## src/rtl/dm_arbiter_if.sv

```systemverilog
// Bundle between the two memory requesters, the arbiter and the word-only data memory.
// master = requester/memory side, slave = arbiter side.
interface dm_arbiter_if #(
    parameter int ADDR_W = 10,
    parameter int DATA_W = 32
);
    localparam int BE_W = DATA_W / 8;

    logic              req0;
    logic              we0;
    logic [ADDR_W-1:0] addr0;
    logic [BE_W-1:0]   be0;
    logic [DATA_W-1:0] wdata0;
    logic              gnt0;
    logic              rvalid0;

    logic              req1;
    logic              we1;
    logic [ADDR_W-1:0] addr1;
    logic [BE_W-1:0]   be1;
    logic [DATA_W-1:0] wdata1;
    logic              gnt1;
    logic              rvalid1;

    logic [DATA_W-1:0] rdata;

    logic [ADDR_W-1:0] mem_addr;
    logic [DATA_W-1:0] mem_din;
    logic              mem_wr;
    logic [DATA_W-1:0] mem_dout;

    modport master (
        output req0, we0, addr0, be0, wdata0,
        output req1, we1, addr1, be1, wdata1,
        output mem_dout,
        input  gnt0, rvalid0, gnt1, rvalid1, rdata,
        input  mem_addr, mem_din, mem_wr
    );

    modport slave (
        input  req0, we0, addr0, be0, wdata0,
        input  req1, we1, addr1, be1, wdata1,
        input  mem_dout,
        output gnt0, rvalid0, gnt1, rvalid1, rdata,
        output mem_addr, mem_din, mem_wr
    );
endinterface

```

## src/rtl/dm_arbiter.sv

```systemverilog
// Two-port arbiter/sequencer for the word-only data memory; byte-enable stores use read-modify-write.
// Define DM_ARB_RR_EN for round-robin tie-break; otherwise port 0 has fixed priority.
//
// state  | meaning
// S_IDLE | waiting; samples requests, grants one, latches its fields
// S_RD   | memory read of latched address (load data or RMW old word)
// S_WR   | memory write of latched address (mem_wr high)
module dm_arbiter #(
    parameter int ADDR_W = 10,
    parameter int DATA_W = 32
) (
    input  logic        clk,
    input  logic        rst_n,
    dm_arbiter_if.slave bus
);
    localparam int BE_W = DATA_W / 8;

    typedef enum logic [1:0] {
        S_IDLE = 2'd0,
        S_RD   = 2'd1,
        S_WR   = 2'd2
    } state_t;

    state_t            state_q, state_d;
    logic              we_q, we_d;
    logic [ADDR_W-1:0] addr_q, addr_d;
    logic [BE_W-1:0]   be_q, be_d;
    logic [DATA_W-1:0] wdata_q, wdata_d;
    logic              port_q, port_d;

    logic              gnt0_q, gnt0_d;
    logic              gnt1_q, gnt1_d;
    logic              rvalid0_q, rvalid0_d;
    logic              rvalid1_q, rvalid1_d;
    logic [DATA_W-1:0] rdata_q, rdata_d;
    logic [ADDR_W-1:0] mem_addr_q, mem_addr_d;
    logic [DATA_W-1:0] mem_din_q, mem_din_d;
    logic              mem_wr_q, mem_wr_d;

    logic              any_req;
    logic              win1;
    logic              sel_we;
    logic [ADDR_W-1:0] sel_addr;
    logic [BE_W-1:0]   sel_be;
    logic [DATA_W-1:0] sel_wdata;

    assign any_req = bus.req0 | bus.req1;

`ifdef DM_ARB_RR_EN
    // last_q = port granted most recently; reset value 1 gives port 0 the first tie
    logic last_q, last_d;

    assign win1   = bus.req1 & (~bus.req0 | ~last_q);
    assign last_d = (state_q == S_IDLE && any_req) ? win1 : last_q;

    always_ff @(posedge clk) begin
        if (!rst_n) begin
            last_q <= 1'b1;
        end else begin
            last_q <= last_d;
        end
    end
`else
    assign win1 = bus.req1 & ~bus.req0;
`endif

    assign sel_we    = win1 ? bus.we1    : bus.we0;
    assign sel_addr  = win1 ? bus.addr1  : bus.addr0;
    assign sel_be    = win1 ? bus.be1    : bus.be0;
    assign sel_wdata = win1 ? bus.wdata1 : bus.wdata0;

    always_ff @(posedge clk) begin
        if (!rst_n) begin
            state_q    <= S_IDLE;
            we_q       <= 1'b0;
            addr_q     <= '0;
            be_q       <= '0;
            wdata_q    <= '0;
            port_q     <= 1'b0;
            gnt0_q     <= 1'b0;
            gnt1_q     <= 1'b0;
            rvalid0_q  <= 1'b0;
            rvalid1_q  <= 1'b0;
            rdata_q    <= '0;
            mem_addr_q <= '0;
            mem_din_q  <= '0;
            mem_wr_q   <= 1'b0;
        end else begin
            state_q    <= state_d;
            we_q       <= we_d;
            addr_q     <= addr_d;
            be_q       <= be_d;
            wdata_q    <= wdata_d;
            port_q     <= port_d;
            gnt0_q     <= gnt0_d;
            gnt1_q     <= gnt1_d;
            rvalid0_q  <= rvalid0_d;
            rvalid1_q  <= rvalid1_d;
            rdata_q    <= rdata_d;
            mem_addr_q <= mem_addr_d;
            mem_din_q  <= mem_din_d;
            mem_wr_q   <= mem_wr_d;
        end
    end

    // A store with no byte enables is granted but never touches memory.
    always_comb begin
        state_d = state_q;
        case (state_q)
            S_IDLE: begin
                if (any_req) begin
                    if (!sel_we) begin
                        state_d = S_RD;
                    end else if (sel_be == '1) begin
                        state_d = S_WR;
                    end else if (sel_be != '0) begin
                        state_d = S_RD;
                    end
                end
            end
            S_RD:    state_d = we_q ? S_WR : S_IDLE;
            S_WR:    state_d = S_IDLE;
            default: state_d = S_IDLE;
        endcase
    end

    always_comb begin
        we_d       = we_q;
        addr_d     = addr_q;
        be_d       = be_q;
        wdata_d    = wdata_q;
        port_d     = port_q;
        gnt0_d     = 1'b0;
        gnt1_d     = 1'b0;
        rvalid0_d  = 1'b0;
        rvalid1_d  = 1'b0;
        rdata_d    = rdata_q;
        mem_addr_d = mem_addr_q;
        mem_din_d  = mem_din_q;
        mem_wr_d   = (state_d == S_WR);

        case (state_q)
            S_IDLE: begin
                if (any_req) begin
                    we_d    = sel_we;
                    addr_d  = sel_addr;
                    be_d    = sel_be;
                    wdata_d = sel_wdata;
                    port_d  = win1;
                    gnt0_d  = ~win1;
                    gnt1_d  = win1;
                    if (state_d != S_IDLE) begin
                        mem_addr_d = sel_addr;
                    end
                    if (state_d == S_WR) begin
                        mem_din_d = sel_wdata;
                    end
                end
            end
            S_RD: begin
                if (!we_q) begin
                    rdata_d   = bus.mem_dout;
                    rvalid0_d = ~port_q;
                    rvalid1_d = port_q;
                end else begin
                    for (int i = 0; i < BE_W; i++) begin
                        mem_din_d[8*i +: 8] = be_q[i] ? wdata_q[8*i +: 8] : bus.mem_dout[8*i +: 8];
                    end
                end
            end
            default: ;
        endcase
    end

    assign bus.gnt0     = gnt0_q;
    assign bus.gnt1     = gnt1_q;
    assign bus.rvalid0  = rvalid0_q;
    assign bus.rvalid1  = rvalid1_q;
    assign bus.rdata    = rdata_q;
    assign bus.mem_addr = mem_addr_q;
    assign bus.mem_din  = mem_din_q;
    assign bus.mem_wr   = mem_wr_q;
endmodule
```

## src/flat_wrapper.sv

```systemverilog
// flat-port wrapper written by rule: the top's interface ports become plain ports
module dm_arbiter_flat 
#(
    parameter int ADDR_W = 10,
    parameter int DATA_W = 32
)
  (clk, rst_n, bus_req0, bus_we0, bus_addr0, bus_be0, bus_wdata0, bus_req1, bus_we1, bus_addr1, bus_be1, bus_wdata1, bus_mem_dout, bus_gnt0, bus_rvalid0, bus_gnt1, bus_rvalid1, bus_rdata, bus_mem_addr, bus_mem_din, bus_mem_wr);
  dm_arbiter_if #(.ADDR_W(ADDR_W), .DATA_W(DATA_W)) bus_i ();
  input  logic clk;
  input  logic rst_n;
  input wire logic [$bits(bus_i.req0)-1:0] bus_req0;
  input wire logic [$bits(bus_i.we0)-1:0] bus_we0;
  input wire logic [$bits(bus_i.addr0)-1:0] bus_addr0;
  input wire logic [$bits(bus_i.be0)-1:0] bus_be0;
  input wire logic [$bits(bus_i.wdata0)-1:0] bus_wdata0;
  input wire logic [$bits(bus_i.req1)-1:0] bus_req1;
  input wire logic [$bits(bus_i.we1)-1:0] bus_we1;
  input wire logic [$bits(bus_i.addr1)-1:0] bus_addr1;
  input wire logic [$bits(bus_i.be1)-1:0] bus_be1;
  input wire logic [$bits(bus_i.wdata1)-1:0] bus_wdata1;
  input wire logic [$bits(bus_i.mem_dout)-1:0] bus_mem_dout;
  output wire logic [$bits(bus_i.gnt0)-1:0] bus_gnt0;
  output wire logic [$bits(bus_i.rvalid0)-1:0] bus_rvalid0;
  output wire logic [$bits(bus_i.gnt1)-1:0] bus_gnt1;
  output wire logic [$bits(bus_i.rvalid1)-1:0] bus_rvalid1;
  output wire logic [$bits(bus_i.rdata)-1:0] bus_rdata;
  output wire logic [$bits(bus_i.mem_addr)-1:0] bus_mem_addr;
  output wire logic [$bits(bus_i.mem_din)-1:0] bus_mem_din;
  output wire logic [$bits(bus_i.mem_wr)-1:0] bus_mem_wr;
  assign bus_i.req0 = bus_req0;
  assign bus_i.we0 = bus_we0;
  assign bus_i.addr0 = bus_addr0;
  assign bus_i.be0 = bus_be0;
  assign bus_i.wdata0 = bus_wdata0;
  assign bus_i.req1 = bus_req1;
  assign bus_i.we1 = bus_we1;
  assign bus_i.addr1 = bus_addr1;
  assign bus_i.be1 = bus_be1;
  assign bus_i.wdata1 = bus_wdata1;
  assign bus_i.mem_dout = bus_mem_dout;
  assign bus_gnt0 = bus_i.gnt0;
  assign bus_rvalid0 = bus_i.rvalid0;
  assign bus_gnt1 = bus_i.gnt1;
  assign bus_rvalid1 = bus_i.rvalid1;
  assign bus_rdata = bus_i.rdata;
  assign bus_mem_addr = bus_i.mem_addr;
  assign bus_mem_din = bus_i.mem_din;
  assign bus_mem_wr = bus_i.mem_wr;
  dm_arbiter #(.ADDR_W(ADDR_W), .DATA_W(DATA_W)) u_core (.clk(clk), .rst_n(rst_n), .bus(bus_i));
endmodule
```

## config.mk

```make
export PLATFORM = sky130hd
export DESIGN_NAME = dm_arbiter_flat
export DESIGN_NICKNAME = d
export VERILOG_FILES = /design/src/rtl/dm_arbiter_if.sv /design/src/rtl/dm_arbiter.sv /design/src/flat_wrapper.sv
export SDC_FILE = /design/constraint.sdc
export NUM_CORES = 1
export LEC_CHECK = 0
export BUFFER_PORTS_ARGS = -buffer_cell sky130_fd_sc_hd__clkbuf_2
export CORE_MARGIN = 5
export CORE_UTILIZATION = 49
export CTS_CLUSTER_SIZE = 40
export DETAILED_ROUTE_END_ITERATION = 12
export HOLD_SLACK_MARGIN = 0.02
export PLACE_DENSITY = 0.8
export SLEW_MARGIN = 20
export SYNTH_ARGS = -nofsm -noshare
export SYNTH_HDL_FRONTEND = slang
export SYNTH_SLANG_ARGS = --single-unit
export TNS_END_PERCENT = 50
```

## constraint.sdc

```tcl
create_clock -name clk -period 1.7 [get_ports clk]
set_input_delay 0 -clock clk [delete_from_list [all_inputs] [get_ports clk]]
set_output_delay 0 -clock clk [all_outputs]
set_load 0.1 [all_outputs]
```

Word level (Yosys, flattened, before mapping)
Index checks and enable logic that the tools add are counted.
Widths: inputs -> output; s select.
{"block": "totals", "ramBits": 0, "mem_count": 0, "elab_cells": 55, "register_bits": 119, "mem_bits_ro": 0, "latch_bits": 0}
{"block": "classes", "div_mod_pow": 0, "n_eq_ne": 6, "bitwise_logic": 8, "reduce_logical": 10, "muxes": 18, "multipliers": 0, "shift": 0, "order_cmp": 0, "addsub": 0}
{"op": "$mux 32", "n": 4}
{"op": "$pmux 32 s2", "n": 1}
{"op": "$mux 8", "n": 4}
{"op": "$mux 10", "n": 1}
{"op": "$mux 2", "n": 5}
{"op": "$ne 2x1->1 const B", "n": 3}
{"op": "$not 1->1", "n": 6}
{"op": "$reduce_and 3->1", "n": 2}
{"op": "$eq 4x4->1 const B", "n": 1}
{"op": "$mux 4", "n": 1}
{"op": "$pmux 2 s2", "n": 1}
{"op": "$reduce_and 2->1", "n": 2}
{"op": "$reduce_and 4->1", "n": 1}
{"op": "$reduce_bool 2->1", "n": 2}
{"op": "$reduce_bool 4->1", "n": 1}
{"op": "$reduce_or 3->1", "n": 1}
{"op": "$eq 2x1->1 const B", "n": 1}
{"op": "$eq 2x2->1 const B", "n": 1}
{"op": "$logic_not 2->1", "n": 1}
{"op": "$and 1x1->1", "n": 1}
{"op": "$mux 1", "n": 1}
{"op": "$or 1x1->1", "n": 1}

Logic depth before layout (Yosys ltp)
{"block": "depth", "depth_word": 13, "depth_mapped": 9, "ltp_nobuf": 6}

Least setup slack after synthesis
No wires, ideal clock.
{"block": "synth_timing", "path_type": "reg-to-reg", "startpoint": "register u_core.state_q[1]", "endpoint": "register u_core.rdata_q[1], in the netlist u_core.bus.rdata[1]", "stages_incl_launch_ff": 8, "setup_time_ps": 133, "arrival_time_ps": 1419, "slack_ps": 148, "required_ps": 1567, "period_less_slack_ps": 1552, "path_cell_list": "dfxtp_1 nand2b_1 clkbuf_1 clkbuf_1 nor2_1 buf_2 nand2_1 a21oi_1"}
{"block": "synth_between", "elab_chain_cells": 2}
{"element": "from (decl)", "line": "dm_arbiter.sv:24", "rtl": "state_t state_q, state_d;"}
{"element": "from (signal assigned)", "line": "dm_arbiter.sv:89", "rtl": "state_q <= state_d;"}
{"element": "$eq 2x1->1", "line": "dm_arbiter.sv:142", "rtl": "case (state_q)"}
{"element": "$reduce_and 2->1 (no source line)"}
{"element": "to (signal assigned)", "line": "dm_arbiter.sv:99", "rtl": "rdata_q <= rdata_d;"}
{"element": "to (decl)", "line": "dm_arbiter.sv:35", "rtl": "logic [DATA_W-1:0] rdata_q, rdata_d;"}
Every way passes these cells.
A chain may end at the register's enable or synchronous reset.

Final worst setup path
{"block": "layout_timing", "startpoint": "register u_core.state_q[0]", "endpoint": "register u_core.we_q"}
{"block": "layout_between", "elab_chain_cells": 2}
{"element": "$logic_not 2->1", "line": "dm_arbiter.sv:142"}
{"element": "$reduce_and 2->1 (no source line)"}
{"element": "to (signal assigned)", "line": "dm_arbiter.sv:90", "rtl": "we_q <= we_d;"}
{"element": "to (decl)", "line": "dm_arbiter.sv:25", "rtl": "logic we_q, we_d;"}
Every way passes these cells.

==> flow_summary.yaml <==
run_status:
  status: "finished, final reports clean"
critical_path:
  path_cells: "nor2_2 > a21boi_4 > dlygate4sd3_1 > a21oi_1 > nor2b_1"
  cp_max_fo: 3
  crit_arrival_ns: 2.11
  r2r_start: "u_core.state_q[0]"
  ff2ff_setup_slack_ns: 0.05
  ff2ff_path_depth: 5
  cp-end-kind: "register"
  cp.required_ns: 2.16
  path_depth: 5
  critPathKind: "reg2reg"
  critPathBufInv: 1
  crit_family: "buffers and inverters"
  crit_end: "u_core.we_q"
  r2r-end: "u_core.we_q"
  startpoint: "u_core.state_q[0]"
  worst_path_largest_cell_delay_ns: 0.58
  worstSetupStartpointType: "register"
  cp_slowest_cell: "dlygate4sd3_1"
cts:
  cts_root_buf: "clkbuf_8"
  cts_max_level: 4
  cts_tree: "done"
  cts_buffers: 17
  cts_sinks: 119
  clockBufferDepth: 2
  clk_latency_ns: 0.52
  path_clk_slew_ns: 0.06
global_routing:
  grt_pass1_wl_um: 30620
  grt_pass1_vias: 6302
  grt_use_total_pct: 29.76
  antenna_found_initial: 1
  grt_max_degree: 50
  grt_overflow: 0
sta:
  fmax_ghz: 0.6047
  timing.final.max_slew_violations: 0
  timing.final.crit_share_pct: 97.27
  rsz0062_at_grt: "yes"
  finalHoldViolCount: 0
  worstMarginPinSlew_ns: 0.8783
  fin_crit_ns: 1.654
  tns_ns: 0
  fin_skew_ns: 0.007888
  finalSetupViolations: 0
  max_slew_margin_pct: 40.83
synth:
  yosys_warnings: 0
  synth_cells: 623
  synth_top_area_share_pct: 44.94
  synth_edf_count: 0
  ys_seq_area_share_pct: 44.94
  synth.top_cells.by_count: "dfxtp_1 (119), nand2_1 (97), a211oi_1 (96), a21oi_1 (66), nor2b_1 (66)"
  netlist_area_um2: 5301
  avgSynthCellArea_um2: 8.509
  synth_nets: 753
  synth-main-ff-cell: "dfxtp_1"
  yosysTopAreaCell: "dfxtp_1"
  async_flop_share_pct: 0
  ys_types: 29
  synth-seq-cells: 119
  synth_most_common_cell: "dfxtp_1"
  ys_top_cells_by_area: "dfxtp_1 (45%), a211oi_1 (14%), nor2b_1 (7.8%)"
power_and_ir_drop:
  p_per_area_nw_per_um2: 1007
  ir_drop_mv: 0.6465
  p_leak_nw: 3.769
final_layout:
  fin_nets: 1087
  drive_above_1_share_pct: 27.86
  design_area_um2: 8436
  area_growth_syn_to_layout_pct: 59.12
die:
  core_area_um2: 10700
  chipWidth_um: 114.0
  pin_count: 209
  die_h_um: 114.0
  num_rows: 38
  die_area_um2: 13000
  start_util_pct: 49.56
route:
  drc: 0
  via_count: 6236
  vias_per_cell: 5.618
  ant_nets: 0
  drtIter0Drc: 313
  wl_um: 19960
  drt_pass1_iterations: 6
  routedWlPerCell_um: 17.98
job:
  maxCapViolCount: 0
worst_hold_path:
  min_path_type: "in2reg"
placed_design:
  dpl_cell_area_um2: 6559
  io_buffers: 208
  dp_hpwl_um: 11430
  place_congestion: 0.8564
[final cells by class]
cell class                 count  area [um2]
fill                         682        2262
tap                          140       175.2
timing repair buffer         369        2669
inverter                       2       7.507
clock inverter                 5       25.02
antenna                        1       2.502
multi-input combinational    448        2716
sequential                   119        2382
clock buffer                  26       457.9
[per-stage QoR]
step	hold slack, ns	power (mW)	setup WS (ns)	std cells	util [%]
after detailed placement	0.2411	5.195	0.02856	941	61.31
after CTS	0.02984	8.414	0.08490	1105	78.30
after global placement	0.2395	5.139	0.1423	941	61.31
after global routing	0.05747	8.808	-0.01007	1110	78.85
after floorplan	0.1360	4.651	0.1481	623	-
final	0.03771	8.499	0.04642	1110	78.85
[logic make-up (layout without fill, tap and decap cells)]
family                 Yosys count  in the layout  synth area share (%)
other                            0              1                     0
AOI/OAI and AO/OA              182            182                 23.63
and+or+nand+nor                232            233                 20.58
muxes                           33             33                 6.231
buffers and inverters           57            402                 4.626
DFF                            119            119                 44.94
[layout by cell type (no fill, tap or decap), drive strengths merged, types with 2 or more instances in the layout]
| cell type | count |
|---|---|
| a211oi | 96 |
| nor3 | 3 |
| nand3 | 10 |
| nand2 | 97 |
| dlygate4sd3 | 133 |
| dfxtp | 119 |
| clkinv | 5 |
| nand4b | 2 |
| a311oi | 4 |
| a21oi | 67 |
| nand4 | 2 |
| nor2b | 66 |
| o221a | 10 |
| mux2i | 33 |
| clkbuf | 234 |
| nor2 | 47 |
| nand2b | 3 |
| buf | 28 |
| inv | 2 |
| a21boi | 2 |
[state kept, by name, indices dropped and copies added, names as in the netlist]
name	count
u_core.port_q	1
u_core.bus.rvalid0	1
u_core.bus.mem_wr	1
u_core.bus.mem_addr	10
u_core.state_q	2
u_core.bus.rvalid1	1
u_core.wdata_q	32
u_core.bus.gnt0	1
u_core.bus.mem_din	32
u_core.be_q	4
u_core.bus.rdata	32
u_core.we_q	1
u_core.bus.gnt1	1
[timing repair]
action / CTS / global route
endpoints found under the setup margin: 3 / 69
pin swaps: 0 / 1
buffers inserted: 0 / 3
gates resized for setup: 1 / 6
hold buffers: 133 / 0
hold endpoints to repair: 105 / 0
gates cloned: 0 / 1
[how the worst min path moves through the flow]
stage                          start                     end  slack (ns)  cells after the start
global route          bus_wdata0[13]  u_core.bus.mem_din[13]        0.06                      5
finish                bus_wdata0[12]  u_core.bus.mem_din[12]        0.04                      5
detailed placement  bus_mem_dout[17]    u_core.bus.rdata[17]        0.24                      3
CTS                   bus_wdata0[12]  u_core.bus.mem_din[12]        0.03                      5
floorplan            bus_mem_dout[0]     u_core.bus.rdata[0]        0.14                      2
global placement     bus_mem_dout[7]     u_core.bus.rdata[7]        0.24                      3
[per-layer routing]
metal,vias to the layer above,global-route usage [%],wire (um)
met3,87,6.684,1309
met4,0,16.07,932
met1,2918,31.40,7436
met5,-,0,0
li1,2904,-,-
met2,327,54.53,10280
[worst reg2reg max path: stages (launching register included)]
cell and delay [ns]:
dfxtp_1 0.34, nor2_2 0.23, a21boi_4 0.25, dlygate4sd3_1 0.58, a21oi_1 0.05, nor2b_1 0.14
[report_power, final]
group	switching, mW	leakage [nW]	internal (mW)
registers	0.133	0.977	3.01
clock network	1.19	0.241	1.80
logic	1.58	2.55	0.784
(Power assumes the default switching activity.)
